### src/rtl/addsub_pipelined.sv
// Pipelined N-bit adder/subtractor: one K-bit slice per stage, carry/borrow rippling
// through the stage registers, valid/ready handshake with bubble collapsing.
module addsub_pipelined #(
  parameter int unsigned N = 8,
  parameter int unsigned K = 4
) (
  input  logic         clk,
  input  logic         rst_n,
  input  logic         in_valid,
  output logic         in_ready,
  input  logic [N-1:0] A,
  input  logic [N-1:0] B,
  input  logic         Bin,
  input  logic         Mode,
  output logic         out_valid,
  input  logic         out_ready,
  output logic [N-1:0] Difference,
  output logic         Bout,
  output logic         Overflow,
  output logic         Zero
);

  localparam int unsigned STAGES = N / K;

  logic [STAGES-1:0] valid_q;
  logic [STAGES-1:0] adv;
  logic              mode_q [STAGES];
  logic              cy_q   [STAGES];
  logic [N-1:0]      a_q    [STAGES];
  logic [N-1:0]      b_q    [STAGES];
  logic [N-1:0]      res_q  [STAGES];
  logic              ovf_q;
  logic              zero_q;

  logic [STAGES-1:0] src_valid;
  logic [STAGES-1:0] src_mode;
  logic [STAGES-1:0] src_cy;
  logic [N-1:0]      src_a   [STAGES];
  logic [N-1:0]      src_b   [STAGES];
  logic [N-1:0]      src_res [STAGES];
  logic [N-1:0]      res_d   [STAGES];
  logic [STAGES-1:0] cy_d;
  logic              ovf_d;
  logic              zero_d;

  // Advance chain: a stage moves when it is empty or its successor moves.
  always_comb begin
    logic        chain;
    int unsigned s;
    chain = out_ready;
    adv   = '0;
    for (int unsigned i = 0; i < STAGES; i++) begin
      s      = STAGES - 1 - i;
      chain  = !valid_q[s] || chain;
      adv[s] = chain;
    end
  end

  assign in_ready   = adv[0];
  assign out_valid  = valid_q[STAGES-1];
  assign Difference = res_q[STAGES-1];
  assign Bout       = cy_q[STAGES-1];
  assign Overflow   = ovf_q;
  assign Zero       = zero_q;

  always_comb begin
    logic [K:0]   t;
    logic [K-1:0] as;
    logic [K-1:0] bs;
    logic [N-1:0] dl;
    logic         am;
    logic         bm;
    t  = '0;
    as = '0;
    bs = '0;
    src_valid[0] = in_valid;
    src_mode[0]  = Mode;
    src_cy[0]    = Bin;
    src_a[0]     = A;
    src_b[0]     = B;
    src_res[0]   = '0;
    for (int unsigned s = 1; s < STAGES; s++) begin
      src_valid[s] = valid_q[s-1];
      src_mode[s]  = mode_q[s-1];
      src_cy[s]    = cy_q[s-1];
      src_a[s]     = a_q[s-1];
      src_b[s]     = b_q[s-1];
      src_res[s]   = res_q[s-1];
    end
    for (int unsigned s = 0; s < STAGES; s++) begin
      as = src_a[s][s*K +: K];
      bs = src_b[s][s*K +: K];
      if (src_mode[s]) t = {1'b0, as} + {1'b0, bs} + {{K{1'b0}}, src_cy[s]};
      else             t = {1'b0, as} - {1'b0, bs} - {{K{1'b0}}, src_cy[s]};
      res_d[s]             = src_res[s];
      res_d[s][s*K +: K]   = t[K-1:0];
      cy_d[s]              = t[K];
    end
    // Flags are registered alongside the final slice so they reset cleanly.
    dl     = res_d[STAGES-1];
    am     = src_a[STAGES-1][N-1];
    bm     = src_b[STAGES-1][N-1];
    zero_d = (dl == '0);
    if (src_mode[STAGES-1]) ovf_d = (am == bm) && (dl[N-1] != am);
    else                    ovf_d = (am != bm) && (dl[N-1] != am);
  end

  always_ff @(posedge clk or negedge rst_n) begin
    if (!rst_n) begin
      valid_q <= '0;
      ovf_q   <= 1'b0;
      zero_q  <= 1'b0;
      for (int unsigned s = 0; s < STAGES; s++) begin
        mode_q[s] <= 1'b0;
        cy_q[s]   <= 1'b0;
        a_q[s]    <= '0;
        b_q[s]    <= '0;
        res_q[s]  <= '0;
      end
    end else begin
      for (int unsigned s = 0; s < STAGES; s++) begin
        if (adv[s]) begin
          valid_q[s] <= src_valid[s];
          mode_q[s]  <= src_mode[s];
          cy_q[s]    <= cy_d[s];
          a_q[s]     <= src_a[s];
          b_q[s]     <= src_b[s];
          res_q[s]   <= res_d[s];
        end
      end
      if (adv[STAGES-1]) begin
        ovf_q  <= ovf_d;
        zero_q <= zero_d;
      end
    end
  end

endmodule

### config.mk
export PLATFORM = sky130hd
export DESIGN_NAME = addsub_pipelined
export DESIGN_NICKNAME = d
export VERILOG_FILES = /design/src/rtl/addsub_pipelined.sv
export SDC_FILE = /design/constraint.sdc
export NUM_CORES = 1
export LEC_CHECK = 0
export BUFFER_PORTS_ARGS = -buffer_cell sky130_fd_sc_hd__buf_4
export CAP_MARGIN = 40
export CORE_MARGIN = 8
export CORE_UTILIZATION = 50
export DETAILED_ROUTE_END_ITERATION = 10
export GPL_ROUTABILITY_DRIVEN = 0
export PLACE_DENSITY = 0.83
export SYNTH_ARGS = -nofsm -noshare
export SYNTH_HDL_FRONTEND = slang
export SYNTH_SLANG_ARGS = --single-unit
### constraint.sdc
create_clock -name clk -period 3 [get_ports clk]
set_clock_uncertainty 0.1 [all_clocks]
set_input_delay 0.9 -clock clk [delete_from_list [all_inputs] [get_ports clk]]
set_output_delay 0.9 -clock clk [all_outputs]
set_load 0.02 [all_outputs]
==> impl_metrics.json <==
{
  "status": "finished clean",
  "avgSynthCellArea_um2": 9.50,
  "yosys_register_bits": 27,
  "synthesis.instances": 180,
  "die_w_um": 74.5,
  "std_cell_rows": 21,
  "cts_setup_buffers": 0,
  "synthTopCellsByArea": "dfrtp_1 40%, ha_1 10%, fa_1 9.4%, nand2_1 7.9%, inv_1 5.5%",
  "cts_tree": "built",
  "final_cell_mix": "37 x buf_4, 36 x nand2_1, 27 x dfrtp_1, 25 x inv_1, 14 x ha_1",
  "cts_sinks": 27,
  "power_density_nw_per_um2": 535,
  "path_buf_inv": 3,
  "max_slew_margin_pct": 69.3,
  "wire_per_inst_um": 12.0,
  "grtUsageTotal_pct": 12.0,
  "vias": 1251,
  "slew_viol_final": 0,
  "grt.overflow.total": 0,
  "maxCapViolations": 0,
  "critPathSlowestCell": "and2_0",
  "antenna_cells": 0,
  "hold_path_class": "in2async",
  "core-area_um2": 3310,
  "clockBufferDepth": 2,
  "hold_violations": 0,
  "synth_warnings": 0,
  "crit_arrival_ns": 1.62,
  "timing.final.crit_share_pct": 87.5,
  "synth_fp_nets": 224,
  "dieArea_um2": 5550,
  "timing.fmax_mhz": 381,
  "holdBufCountCts": 0,
  "yosysTopAreaCell": "dfrtp_1",
  "hpwl_um": 2640,
  "worst_pin_slew_ns": 0.461,
  "ir_drop_mv": 0.193,
  "final_util_pct": 61.7,
  "use_met3_pct": 2.56,
  "post_cts_resized": 0,
  "synth_cell_types": 31,
  "cp_top_family": "simple AND/OR/NAND/NOR gates",
  "p_total_mw": 1.09,
  "use_met2_pct": 20.0,
  "yosysSeqAreaShare_pct": 39.5,
  "area_delta_synth_final_pct": 19.4,
  "rsz0062_at_grt": "no",
  "syn_area_um2": 1710,
  "nNetsFinal": 260,
  "worstSetupPathType": "in2out",
  "finalSetupTns_ns": 0,
  "die_h_um": 74.5,
  "final_common_cell": "buf_4",
  "crit_top_cell": "buf_4",
  "port_buffers": 34,
  "cp.required_ns": 2.00,
  "clk_pin_slew_ns": 0.14,
  "boundaryPins": 35,
  "first_global_vias": 1278,
  "top_usage_layer": "met2",
  "worst_setup_path_start_kind": "primary input",
  "ant_nets": 0,
  "drt_iter0_markers": 55,
  "synth_top_area_share_pct": 39.5,
  "drtPass1Iterations": 4,
  "h-tree-depth": 1,
  "grt_max_degree": 28,
  "crit_fanout": 2,
  "crit_chain": "buf_4, nor2b_1, and2_0, inv_1, buf_4",
  "min_period_ns": 2.62,
  "end_kind": "output pin",
  "drive_gt1_share_pct": 21.4,
  "finalSetupViolCount": 0,
  "cpPeakStageDelay_ns": 0.23,
  "grt_pass1_wl_um": 5330,
  "finalWirelength_um": 3130,
  "routed_via_density": 4.79,
  "drc": 0,
  "insertion_delay_ns": 0.31,
  "met1_usage_pct": 14.5,
  "cts_inserted_buffers": 3,
  "antenna_found_initial": 0,
  "cts_root_buffer": "clkbuf_4",
  "p_leak_nw": 1.05,
  "start_util_pct": 51.7
}
## per-stage QoR
stage	cells	setup WS (ns)	instance area (µm²)	hold slack [ns]
detailed placement	257	0.279	2010	0.346
global placement	257	0.361	2010	0.344
floorplan	180	0.272	1710	0.327
finish	261	0.375	2040	0.364
CTS	261	0.375	2040	0.371
global route	261	0.316	2040	0.379
## flip-flops by register name, indices dropped and copies added (netlist names)
signal      count
Bout            1
res_d           4
Overflow        1
Difference      8
b_q             4
a_q             4
mode_q          1
valid_q         2
cy_q            1
Zero            1
## worst paths after layout
path                             from       endpoint  slack, ns  cells after the start
max                         out_ready       in_ready       0.38                      5
min                             rst_n        a_q[14]       0.36                      1
max in group asynchronous       rst_n        a_q[15]       2.19                      1
min reg2reg                valid_q[0]     valid_q[1]       0.38                      1
min in group clk           valid_q[0]     valid_q[1]       0.38                      1
max reg2reg                   a_q[12]  Difference[7]       0.61                      8
## per-layer routing
layer	vias up	share of wire [%]
li1	641	-
met1	579	43
met2	25	49
met3	6	5.8
met4	0	2.1
met5	-	0
## area by class of cell
type / count / area [µm²]
Fill cell: 303 / 1270
Multi-Input combinational cell: 121 / 906
Sequential cell: 27 / 676
Timing Repair Buffer: 37 / 278
Inverter: 26 / 97.6
Tap cell: 46 / 57.6
Clock buffer: 3 / 22.5
Clock inverter: 1 / 5.00
## kinds of logic after synthesis
logic type | share of synthesized area (%)
AND/OR/NAND/NOR | 12.9
multiplexers | 3.66
AO/OA/AOI/OAI | 12.1
adder cells (fa/ha/maj) | 19.6
flip-flops | 39.5
XOR/XNOR | 4.61
buffers and inverters | 7.53
## synthesized netlist by cell type (all sizes together)
cell	instances
nand4	1
nand2	36
nor3	2
a22oi	1
clkbuf	1
a32o	1
o21bai	3
xor2	3
o31ai	1
and2	1
xnor2	6
inv	26
a211oi	3
mux2	2
fa	8
o21ai	10
o22a	1
mux2i	4
o211ai	1
nor2b	1
ha	14
nor3b	1
nand2b	3
o41ai	1
buf	5
dfrtp	27
a21oi	10
nor2	7
## power breakdown
group          leakage (nW)  internal [mW]  switching (mW)
clock network        0.0177         0.0497           0.101
registers             0.319          0.435          0.0470
logic                 0.715          0.207           0.251
total                  1.05          0.693           0.399
(Power assumes the default switching activity.)
